`src/rtl/dds_pkg.sv`:
```
`default_nettype none
// ============================================================================
// Module      : dds_pkg
// Description : Constants, typedefs and helpers shared by the phase
//               accumulator and the sine/cosine DDS lookup stage.
// Revision    : 1.0 - initial release
// ============================================================================
package dds_pkg;

   // Dither LFSR: 16-bit Galois form of x^16+x^14+x^13+x^11+1 (right shift)
   localparam int          LFSR_W            = 16;
   localparam logic [15:0] LFSR_POLY         = 16'hB400;
   localparam logic [15:0] LFSR_DEFAULT_SEED = 16'hACE1;

   // Phase word shared with the DDS lookup
   localparam int DDS_PHASE_DW = 16;
   typedef logic [DDS_PHASE_DW-1:0] phase_t;

   // Quadrant boundaries used by the DDS quarter-wave table
   localparam phase_t PHASE_QUARTER = phase_t'(2 ** (DDS_PHASE_DW - 2));
   localparam phase_t PHASE_HALF    = phase_t'(2 ** (DDS_PHASE_DW - 1));

   // One Galois step: shift right, fold the polynomial in when a 1 falls out
   function automatic logic [15:0] lfsr_next(input logic [15:0] s);
      logic [15:0] n;
      n = s >> 1;
      if (s[0]) begin
         n = n ^ LFSR_POLY;
      end
      return n;
   endfunction

endpackage
`default_nettype wire

```
`src/rtl/lfsr_dither.sv`:
```
`default_nettype none
// ============================================================================
// Module      : lfsr_dither
// Description : Free-running 16-bit Galois LFSR that advances only when
//               stepped; supplies pseudo-random dither bits.
// Revision    : 1.0 - initial release
// ============================================================================
module lfsr_dither
   import dds_pkg::*;
#(
   parameter logic [15:0] SEED = LFSR_DEFAULT_SEED
) (
   input  logic        clk,
   input  logic        reset_n,
   input  logic        step,
   output logic [15:0] state
);

   logic [15:0] state_q;
   logic [15:0] state_d;

   // Next state: advance one polynomial step when requested, else hold
   always_comb begin
      state_d = state_q;
      if (step) begin
         state_d = lfsr_next(state_q);
      end
   end

   // State register; a non-zero seed keeps the sequence off the all-zero lock-up
   always_ff @(posedge clk) begin
      if (!reset_n) begin
         state_q <= SEED;
      end else begin
         state_q <= state_d;
      end
   end

   assign state = state_q;

endmodule
`default_nettype wire

```
`src/rtl/phase_accumulator.sv`:
```
`default_nettype none
// ============================================================================
// Module      : phase_accumulator
// Description : NCO phase generator feeding the DDS lookup. Accumulates the
//               frequency tuning word, then truncates, offsets and optionally
//               dithers the phase. Two-stage pipeline with wrap indication.
// Revision    : 1.0 - initial release
// ============================================================================
module phase_accumulator
   import dds_pkg::*;
#(
   parameter int          ACC_DW     = 32,
   parameter int          PHASE_DW   = 16,
   parameter int          USE_DITHER = 0,
   parameter int          DITHER_DW  = 4,
   parameter logic [15:0] LFSR_SEED  = 16'hACE1
) (
   input  logic                clk,
   input  logic                reset_n,
   input  logic [ACC_DW-1:0]   s_axis_freq_tdata,
   input  logic                s_axis_freq_tvalid,
   input  logic [PHASE_DW-1:0] s_axis_offset_tdata,
   input  logic                s_axis_offset_tvalid,
   input  logic                sync_in,
   input  logic                enable,
   output logic [PHASE_DW-1:0] m_axis_phase_tdata,
   output logic                m_axis_phase_tvalid,
   output logic                wrap
);

   localparam int TRUNC_SH = ACC_DW - PHASE_DW;

   // Parameter sanity: a bad configuration must not elaborate
   if (PHASE_DW > ACC_DW) begin : g_chk_phase_dw
      $fatal(1, "phase_accumulator: PHASE_DW must not exceed ACC_DW");
   end
   if ((USE_DITHER != 0) && (DITHER_DW > ACC_DW - PHASE_DW)) begin : g_chk_dither_dw
      $fatal(1, "phase_accumulator: DITHER_DW exceeds the truncated bits");
   end
   if (LFSR_SEED == 16'h0000) begin : g_chk_seed
      $fatal(1, "phase_accumulator: LFSR_SEED must be non-zero");
   end

   // Configuration registers
   logic [ACC_DW-1:0]   ftw_q,    ftw_d;
   logic [PHASE_DW-1:0] offset_q, offset_d;
   // Stage 1: accumulator, sample-valid and carry (wrap) flags
   logic [ACC_DW-1:0]   acc_q,    acc_d;
   logic                v1_q,     v1_d;
   logic                w1_q,     w1_d;
   // Stage 2: registered outputs
   logic [PHASE_DW-1:0] phase_q,  phase_d;
   logic                tvalid_q, tvalid_d;
   logic                wrap_q,   wrap_d;

   logic [ACC_DW-1:0]   dither_w;

   // Dither sits entirely below the truncation point so it moves the output
   // by at most one LSB
   if (USE_DITHER != 0) begin : g_dither
      localparam int DITHER_SH = ACC_DW - PHASE_DW - DITHER_DW;
      logic [15:0] lfsr_state;
      logic        unused_lfsr;

      lfsr_dither #(
         .SEED (LFSR_SEED)
      ) u_lfsr (
         .clk     (clk),
         .reset_n (reset_n),
         .step    (enable & ~sync_in),
         .state   (lfsr_state)
      );

      assign dither_w    = ACC_DW'(lfsr_state[DITHER_DW-1:0]) << DITHER_SH;
      assign unused_lfsr = ^lfsr_state;
   end else begin : g_no_dither
      assign dither_w = '0;
   end

   // Config loads and stage-1 accumulate; sync clears even without enable
   always_comb begin
      ftw_d    = s_axis_freq_tvalid   ? s_axis_freq_tdata   : ftw_q;
      offset_d = s_axis_offset_tvalid ? s_axis_offset_tdata : offset_q;
      acc_d    = acc_q;
      w1_d     = 1'b0;
      if (sync_in) begin
         acc_d = '0;
         w1_d  = 1'b0;
      end else if (enable) begin
         {w1_d, acc_d} = {1'b0, acc_q} + {1'b0, ftw_q};
      end
      v1_d = enable | sync_in;
   end

   // Stage 2: truncate the (dithered) accumulator and add the phase offset;
   // data holds across gaps so the DDS sees a stable phase
   always_comb begin
      phase_d = phase_q;
      if (v1_q) begin
         phase_d = PHASE_DW'((acc_q + dither_w) >> TRUNC_SH) + offset_q;
      end
      tvalid_d = v1_q;
      wrap_d   = w1_q & v1_q;
   end

   // All state registers, synchronous active-low reset
   always_ff @(posedge clk) begin
      if (!reset_n) begin
         ftw_q    <= '0;
         offset_q <= '0;
         acc_q    <= '0;
         v1_q     <= 1'b0;
         w1_q     <= 1'b0;
         phase_q  <= '0;
         tvalid_q <= 1'b0;
         wrap_q   <= 1'b0;
      end else begin
         ftw_q    <= ftw_d;
         offset_q <= offset_d;
         acc_q    <= acc_d;
         v1_q     <= v1_d;
         w1_q     <= w1_d;
         phase_q  <= phase_d;
         tvalid_q <= tvalid_d;
         wrap_q   <= wrap_d;
      end
   end

   assign m_axis_phase_tdata  = phase_q;
   assign m_axis_phase_tvalid = tvalid_q;
   assign wrap                = wrap_q;

endmodule
`default_nettype wire

```
`config.mk`:
```
export PLATFORM = sky130hd
export DESIGN_NAME = phase_accumulator
export DESIGN_NICKNAME = d
export VERILOG_FILES = /design/src/rtl/dds_pkg.sv /design/src/rtl/lfsr_dither.sv /design/src/rtl/phase_accumulator.sv
export SDC_FILE = /design/constraint.sdc
export NUM_CORES = 1
export LEC_CHECK = 0
export CORE_MARGIN = 3
export CORE_UTILIZATION = 60
export DETAILED_ROUTE_END_ITERATION = 16
export PLACE_DENSITY = 0.85
export SLEW_MARGIN = 20
export SYNTH_ARGS = -nofsm -noshare
export SYNTH_HDL_FRONTEND = slang
export SYNTH_SLANG_ARGS = --single-unit
```
`constraint.sdc`:
```
create_clock -name clk -period 4.4 [get_ports clk]
set_input_delay 0.88 -clock clk [delete_from_list [all_inputs] [get_ports clk]]
set_output_delay 0.88 -clock clk [all_outputs]
set_load 0.05 [all_outputs]
```
[Word-level counts from Yosys, hierarchy flattened]
Index checks and enable logic that the tools add are counted.
Operators by class
  reduce and logical (&&, ||, !) cells: 2
  bitwise logic cells: 4
  add/subtract/negate cells: 2
Operator list (count)
  $add 32x32->33: 1
  $add 16x16->16: 1
  $reduce_or 3->1: 1
  $not 1->1: 2
  $reduce_or 2->1: 1
  $and 1x1->1: 1
  $or 1x1->1: 1
Word-level totals
  bits of input ports: 54
  output and inout bits: 18
  logic and storage cells: 16
  register bits after elaboration: 100

[Depth between registers and ports, before layout]
Gate-level depths: netlist (run 1).
  depth in word-level cells: 2
  mapped depth: 10

[Least setup slack after synthesis (run 1)]
Ideal clock, no wire load.
  path type: register to register
  from: reg acc_q[16]
  to: reg phase_q[12], in the netlist m_axis_phase_tdata[12]
  period minus slack after synthesis: 2601 ps
  required time: 4273 ps
  stages on the path, launching flop included: 10
  setup time: 127 ps
  arrival: 2474 ps
  slack: 1799 ps
  path through: dfxtp_1 ha_1 fa_1 a21o_1 a21o_1 a2111oi_0 o31ai_1 a21o_1 and3_1 or3b_1
Between the ends
  cells in the longest elaborated chain, start to end: 1
RTL lines
  start: declaration: RTL line phase_accumulator.sv:48  | logic [ACC_DW-1:0] acc_q, acc_d;
  start signal: assignment: RTL line phase_accumulator.sv:111  | acc_q <= '0;
  start signal: assignment: RTL line phase_accumulator.sv:120  | acc_q <= acc_d;
  $add 16x16->16: RTL line phase_accumulator.sv:100  | phase_d = PHASE_DW'((acc_q + dither_w) >> TRUNC_SH) + offset_q;
  end signal: assignment: RTL line phase_accumulator.sv:123  | phase_q <= phase_d;
  end: declaration: RTL line phase_accumulator.sv:52  | logic [PHASE_DW-1:0] phase_q, phase_d;
Every way passes these cells.
A chain may end at the register's enable or synchronous reset.

[Worst setup path after layout (run 1)]
Ends and elaborated chain as after synthesis.

==> out/results.txt, run 1 <==
The share of cells above drive strength 1 was 3.79%; the via count of the first global-routing pass was 5074. For the maximum number of buffers from clock root to sink, the log shows 2. Dividing the detail-routed wire length by the instance count gives 16.4 um. For the total count of hold-check failures in the final report, the log shows 0. The shortest clock period the worst path allows after layout came out at 2880 ps.

The leading area contributor after synthesis is sky130_fd_sc_hd__dfxtp_1. The DRC violations left is 0, and the complex-gate fraction of the synthesized area is 18.5%. Routed wire length on met3: 742 um. Clock skew on the completed layout was measured at 9.08 ps.

For the count of buffers added by post-CTS timing repair for setup, the log shows 0. Among the stages of the critical path, the cell type that occurs most often is sky130_fd_sc_hd__a21o_1. In this run the power density over the cells is 276 nW/um^2.

The critical path in this run is classified as flip-flop to flip-flop. In this run, the number of DRC markers left after iteration 0 of detailed routing was 281. The routed length on met1 was 6280 um. By area, the combinational part of the netlist is dominated by simple AND/OR/NAND/NOR gates. The worst setup path is launched from a flip-flop. The synthesized netlist devotes 10.5% of its cell area to adder and majority cells. Summing the areas of all xor and xnor instances in the mapped netlist gives 4.55% of the synthesized area.

The worst ir drop on vdd is 233 uV, and the remaining global-route overflow is 0. The register bit total from synthesis was 100; the routability congestion estimate was 0.958. After synthesis, the share of flip-flops with an asynchronous set or reset is 0%. The number of nets in the synthesized netlist is 781. The count of warnings emitted by yosys is 0, and the total wire length after detailed routing is 14200 um. For this configuration, the core starts out at a cell density of 63.0%. At the placement stage, the worst setup path has a slack of 1500 ps. STA puts the critical path data required time at 4670 ps. The run gives 678 as the number of cells produced by synthesis.

Setup violations remaining at the end of the flow were counted as 0. The detail route stage leaves a number of antenna-violating nets equal to 0. The die boundary width works out to 106 um. On the critical path, the stage with the largest delay is an instance of sky130_fd_sc_hd__fa_1. The non-filler instance count after layout came out at 867. The detailed placer's ending HPWL was 10900 um.

The number of hold buffers added after CTS was 0. For the final-report max-slew violation count, the log shows 0. The tree built by TritonCTS fans out to 100 sinks. The uppermost layer routed is met4.

Compared with the post-synthesis result, the final layout area differs by 16.5%. The signal on the critical path passes through ha_1, fa_1, a21o_1, a21o_1, a2111oi_0, o31ai_1, a21o_1, and3_1, or3b_1. The flow ran to the end, and the final reports show no timing, DRC or antenna violations. The initialized floorplan defines 35 standard-cell rows. Averaged over all synthesized cells, the footprint is 8.79 um^2. The total area inside the core boundary comes to 9460 um^2. After Yosys synthesis, and, or, nand and nor cells account for 19.6% of the synthesized area. The first global-routing pass estimated 23600 um of wire. By area the synthesized netlist is led by sky130_fd_sc_hd__dfxtp_1 34%, sky130_fd_sc_hd__mux2i_1 11%, sky130_fd_sc_hd__ha_1 9.9%. The clock-pin slew on the worst setup and hold paths is 90 ps, and the mux contribution to synthesized area is 10.6%. For the number of diodes, the log shows 0. The highest fanout seen on the critical path is 3, and the die outline area is 11200 um^2. The number of H-tree branching levels is 3. The worst setup path is captured at a flip-flop. Setup repair after global routing left no endpoint under its margin. Timing would allow up to 347 MHz. Dividing the detail-routed via count by the number of cells gives 6.02. Clock tree synthesis inserted a total of 9 buffers.

Once routing completed, OpenROAD measured the worst setup slack at 1520 ps. The logs give 0 ps for the setup TNS and 5217 for the total vias in the final route. The transition time of the tightest slew-check pin was 1010 ps; the part of the cycle the worst path needs was 65.5%. Among all flip-flop cells after synthesis, the most frequent one is sky130_fd_sc_hd__dfxtp_1. The total met2 wirelength after detailed routing was 6900 um. After synthesis the cells add up to 5960 um^2. Post-CTS repair changed the size of 0 cells.

Fill cells in the final layout number 736. The count of boundary I/O pins was 72. The number of synthesized flops with an enable pin was 0; the cell count after placement was 851. The count of input and output buffers came out at 71. For this run, the post-layout net count is 836. The class of the worst hold path is flip-flop to flip-flop. The height of the die was 106 um.

The tool flagged a number of max-cap violations equal to 0. The pre-antenna-repair detailed-routing pass consisted of 5 iterations. For this design the static power due to leakage is 2.99 nW.

The later-pin clock latency in the skew report came out at 380 ps. For the worst path arrival time, the log shows 3150 ps. Summed over its instances, the top area cell type makes up 33.6% of the synthesized netlist area. TritonCTS built the clock tree. For this run, the register share of the synthesized area comes to 33.6%.

Clock tree synthesis selected as its root buffer the cell sky130_fd_sc_hd__clkbuf_8. After synthesis, the netlist uses 57 different library cells. The initial antenna violation count was 0.

Entering global routing, the biggest net connects 75 pins. In the global route stage, overall resource usage came out at 25.6%. The worst max-slew margin expressed relative to the limit was 32.3%; the stage delay of the slowest cell on the critical path was 420 ps.
[registers in the layout, summed over array words and instances (netlist names)]
name / cells
ftw_q: 32
wrap: 1
w1_q: 1
tvalid_d: 1
acc_q: 32
offset_q: 16
m_axis_phase_tdata: 16
m_axis_phase_tvalid: 1
[cell families (layout without fill, tap and decap cells)]
family,after synthesis,count (layout)
buffers and inverters,41,101
DFF,100,100
and+or+nand+nor,223,223
adders and majority gates,49,49
AOI/OAI and AO/OA,171,171
muxes,63,63
xor gates and xnor gates,31,31
[critical path, delay by kind of cell, from the launching register on]
family,cells,cell delay (ps)
adders and majority gates,2,660
DFF,1,380
and+or+nand+nor,2,490
AOI/OAI and AO/OA,5,1240
[layout make-up]
| cell class | count | area, um^2 | share of cell area (%) |
|---|---|---|---|
| inverters | 10 | 37.5 | 0.540 |
| clock inverters | 5 | 60.1 | 0.865 |
| multi-input cells | 537 | 3800 | 54.8 |
| well taps | 129 | 161 | 2.32 |
| flip-flops and latches | 100 | 2000 | 28.8 |
| repair buffers | 75 | 731 | 10.5 |
| clock buffers | 11 | 151 | 2.18 |
[placed cells by master (no fill, tap or decap), types with 16 or more instances in the layout]
cell type	n
sky130_fd_sc_hd__mux2i_1	63
sky130_fd_sc_hd__o21ai_0	43
sky130_fd_sc_hd__nand2_1	54
sky130_fd_sc_hd__nor2_1	37
sky130_fd_sc_hd__clkdlybuf4s50_1	69
sky130_fd_sc_hd__a21oi_1	46
sky130_fd_sc_hd__nor2b_1	62
sky130_fd_sc_hd__xnor2_1	18
sky130_fd_sc_hd__dfxtp_1	100
sky130_fd_sc_hd__ha_1	47
sky130_fd_sc_hd__nand3_1	16
[Yosys cell counts (all sizes together), types with 11 or more instances]
cell type,number
mux2i,63
a21o,13
xnor2,18
ha,47
nor2,37
o21ai,43
clkbuf,26
nand4,11
a211oi,13
nand3,16
dfxtp,100
nor2b,62
a21oi,46
xor2,13
nand2,54
[power breakdown]
part,switching (mW),internal (mW)
registers,0.0332,0.947
logic,0.173,0.156
clock network,0.318,0.293
total,0.524,1.40
[final timing paths]
| check | startpoint | to | slack, ps | depth (start not counted) |
|---|---|---|---|---|
| worst min-delay path | acc_q[9]$_SDFFE_PP0P_ | acc_q[9]$_SDFFE_PP0P_ | 480 | 2 |
| worst max-delay path | acc_q[16]$_SDFFE_PP0P_ | m_axis_phase_tdata[12]$_SDFFE_PN0P_ | 1520 | 9 |
| worst max register to register | acc_q[16]$_SDFFE_PP0P_ | m_axis_phase_tdata[12]$_SDFFE_PN0P_ | 1520 | 9 |
| worst min register to register | acc_q[9]$_SDFFE_PP0P_ | acc_q[9]$_SDFFE_PP0P_ | 480 | 2 |
[per-stage QoR]
step	power [mW]	hold slack (ps)	instance area (um^2)	util, %
final	1.92	479	6950	73.4
after CTS	1.94	484	6950	73.4
after global routing	2.00	492	6950	73.4
after detailed placement	1.33	447	6740	71.2
after floorplan	1.21	437	5960	-
after global placement	1.31	448	6740	71.2
[metal layers]
layer	track usage, %	vias up
li1	-	2558
met1	32.2	2446
met2	43.7	177
met3	5.02	36
met4	9.25	0
met5	0	-
No activity file was read; power rests on OpenSTA's default activity.
==> run 2: changes to the inputs <==
--- a/config.mk
+++ b/config.mk
@@ -6,9 +6,9 @@
 export NUM_CORES = 1
 export LEC_CHECK = 0
 export CORE_MARGIN = 3
-export CORE_UTILIZATION = 60
+export CORE_UTILIZATION = 51
 export DETAILED_ROUTE_END_ITERATION = 16
-export PLACE_DENSITY = 0.85
+export PLACE_DENSITY = 0.77
 export SLEW_MARGIN = 20
 export SYNTH_ARGS = -nofsm -noshare
 export SYNTH_HDL_FRONTEND = slang
==> constraint.sdc (replaced) <==
create_clock -name clk -period 2.4 [get_ports clk]
set_input_delay 0.48 -clock clk [delete_from_list [all_inputs] [get_ports clk]]
set_output_delay 0.48 -clock clk [all_outputs]
set_load 0.05 [all_outputs]
==> run 2 against run 1 <==
  * Routed wire length grew 8.8%
  * Critical endpoint unchanged
  * Hold slack got worse by 8.6 ps
  * Sequential power increased by 84%
  * The flow now finishes with violations (negative setup slack)
  * Clock skew is 4.9 ps lower
  * Design area grew 12%
  * Combinational power up 110%
==> out/results.txt, run 2 (synthesized netlist as in run 1, its figures left out) <==
The later-pin clock latency in the skew report was 350 ps (-30 ps); the shortest clock period the worst path allows after layout was 2520 ps (-364 ps). The tools report the routability congestion estimate as 0.872 (-9.0%). The highest fanout seen on the critical path is 2 (-1). The number of diodes was 0 (unchanged). The number of H-tree branching levels came out at 3 (unchanged). Leaving out fill and tap cells, the most frequent cells in the layout are 89 x sky130_fd_sc_hd__dfxtp_1, 69 x sky130_fd_sc_hd__clkdlybuf4s50_1, 63 x sky130_fd_sc_hd__mux2i_1.

Walking the worst path, the cells encountered are ha_4, fa_2, a21o_1, a21o_1, a2111oi_4, o31ai_2, a21o_1, and3_1, or3b_1. Relative to the synthesized area, the layout overhead comes to 30.8%. The die boundary width is 114 um (+8.0%).

The stage delay of the slowest cell on the critical path came out at 400 ps (-20 ps). For the global-route wire length before repair, the log shows 25100 um (+6.0%). The run gives 1 (+1) as the final number of setup-violating endpoints. Post-detailed-route wirelength per cell: 16.7 um (+1.3%).

The cell with the biggest individual delay on the critical path is sky130_fd_sc_hd__a2111oi_4. Static leakage: 3.33 nW (+11%). The total clock buffers created by CTS is 9 (unchanged). The final-report max-slew violation count was 0 (unchanged); the count of boundary I/O pins was 72 (unchanged).

The tools report the worst path arrival time as 2750 ps (-400 ps). The tools report the highest attainable clock frequency as 397 MHz (+14%). The logs give 11900 um (+9.4%) for the detailed placer's ending HPWL and 2020 um^2 (+0.81%) for the flip-flop and latch area. The number of placement rows came out at 38 (+8.6%). The path class of the tightest hold or removal check is flip-flop to flip-flop. The total wire length after detailed routing came out at 15500 um (+8.8%). The worst slack at placement came out at -100 ps (-1600 ps).

The worst setup path is captured at a flip-flop. The worst max-slew margin expressed relative to the limit was 46.3% (+14 points). Kind of start point of the critical path: a flip-flop. The run gives 317 (+13%) as the detailed router's first-iteration violation count.

The run gives 0 (unchanged) as the count of max-cap constraint violations. Transition time of the tightest slew-check pin: 805 ps (-207 ps). The post-route clock skew was 4.23 ps (-4.85 ps).

The per-cell via count in the routed design came out at 5.66 (-5.9%). The worst endpoint required time was 2640 ps (-2030 ps). The run finished, with violations left. The logs give 100 (unchanged) for the total clock sinks and 13000 um^2 (+17%) for the die outline area. The count of input and output buffers came out at 71 (unchanged). The count of nets after finishing was 889 (+6.3%); the clock-pin slew on the worst setup and hold paths was 60 ps (-30 ps). The initial antenna violation count was 0 (unchanged); the total count of hold-check failures in the final report was 0 (unchanged).

The tools report the remaining global-route overflow as 0 (unchanged). The library cell used most frequently in the layout, excluding fill and tap cells, is sky130_fd_sc_hd__dfxtp_1. The end-of-flow core utilization was 70.1% (-3.3 points). The clock tree root driver cell was sky130_fd_sc_hd__clkbuf_16.

The run gives 4120 um^2 (+8.4%) as the multi-input logic area. The largest registers in the layout are acc_q: 32 flops, ftw_q: 32 flops. The logs give 2 (unchanged) for the maximum number of buffers from clock root to sink and 53 (-29%) for the pin count of the biggest net entering global routing.

The run gives -116 ps (-1640 ps) as the post-route worst setup slack. The tools report the DRC violations left as 0 (unchanged). TritonCTS built the clock tree. For the total vias in the final route, the log shows 5270 (+1.0%). The part of the cycle the worst path needs was 105% (+39 points); the effective utilization at floorplan was 53.6% (-9.4 points).

The logs give 3.96 mW (+110%) for the overall power of the completed layout and 898 (+22%) for the number of fillers in the final layout. The via count of the first global-routing pass was 5271 (+3.9%); the number of iterations in the first detailed-routing pass was 4 (-1). The height of the die works out to 114 um (+8.0%). Setup repair after global routing could not meet its margin everywhere.

Cell with the most instances on the worst path: sky130_fd_sc_hd__a21o_1. The tools report the core footprint as 11100 um^2 (+18%). The class of the most critical setup path is flip-flop to flip-flop.

The global-route usage over all layers came out at 24.0% (-1.7 points). The worst ir drop on vdd is 546 uV (+130%). The power density over the cells is 508 nW/um^2 (+84%), and the share of cells above drive strength 1 is 16.8% (+13 points). The final reports fail on negative setup slack. The number of nets still failing antenna checks after routing was 0 (unchanged).
==> run 2: cell types whose count changed in the layout (fill, tap and decap cells not counted), moves of 6 or more <==
cell                        delta
sky130_fd_sc_hd__buf_4        +52
sky130_fd_sc_hd__dfxtp_1      -11
sky130_fd_sc_hd__dfxtp_2      +10
sky130_fd_sc_hd__clkbuf_16     +9
sky130_fd_sc_hd__clkbuf_8      -9
sky130_fd_sc_hd__ha_1          -8
sky130_fd_sc_hd__ha_4          +8
sky130_fd_sc_hd__o21ai_0       -8
sky130_fd_sc_hd__a21oi_1       -6
sky130_fd_sc_hd__a21oi_2       +6
==> run 2: power by group <==
part	internal, mW	total [mW]	switching [mW]
sequential	1.74	1.80	0.0576
clock	0.857	1.48	0.619
combinational	0.337	0.688	0.350
total	2.93	3.96	1.03
==> run 2: final timing paths <==
path	start	slack (ps)	end	cells after the start
setup / recovery	acc_q[16]$_SDFFE_PP0P_	-120	m_axis_phase_tdata[12]$_SDFFE_PN0P_	9
hold / removal	acc_q[14]$_SDFFE_PP0P_	470	acc_q[14]$_SDFFE_PP0P_	2
setup reg to reg	acc_q[16]$_SDFFE_PP0P_	-120	m_axis_phase_tdata[12]$_SDFFE_PN0P_	9
hold reg to reg	acc_q[14]$_SDFFE_PP0P_	470	acc_q[14]$_SDFFE_PP0P_	2
==> run 2: layer usage <==
metal,track usage [%],part of all wire [%]
met1,28.7,43
met2,43.1,52
met3,5.60,3.7
met4,6.33,1.5
met5,0,0
==> run 2: area by class of cell <==
| cell class | count | area share [%] |
|---|---|---|
| clock buffer | 11 | 3.24 |
| clock inverter | 5 | 0.642 |
| inverter | 10 | 0.481 |
| multi-input combinational | 537 | 52.9 |
| sequential | 100 | 25.9 |
| tap | 140 | 2.25 |
| timing repair buffer | 128 | 14.6 |
==> run 2: timing repair <==
| action | CTS | global route |
|---|---|---|
| setup buffers | 2 | 5 |
| hold buffers | 0 | 0 |
| endpoints found under the hold margin | 0 | 0 |
| pin swaps | 10 | 24 |
| setup endpoints to repair | 15 | 21 |
| resized for setup | 23 | 36 |
| gates cloned | 0 | 0 |
==> run 2: stage by stage <==
step                std cells  hold slack (ps)  area [um^2]  setup TNS (ps)
finish                    931              471         7800            -116
global route              931              494         7800            -823
CTS                       927              474         7610            -120
detailed placement        909              459         7210            -770
global placement          909              453         7200            -556
floorplan                 678              437         6060           -3.09
==> run 2: critical path: cells and delay by family (launching register included) <==
family / cells / cell delay, ps
adder cells (fa/ha/maj): 2 / 490
AND/OR/NAND/NOR: 2 / 510
flip-flops: 1 / 340
AO/OA/AOI/OAI: 5 / 1060
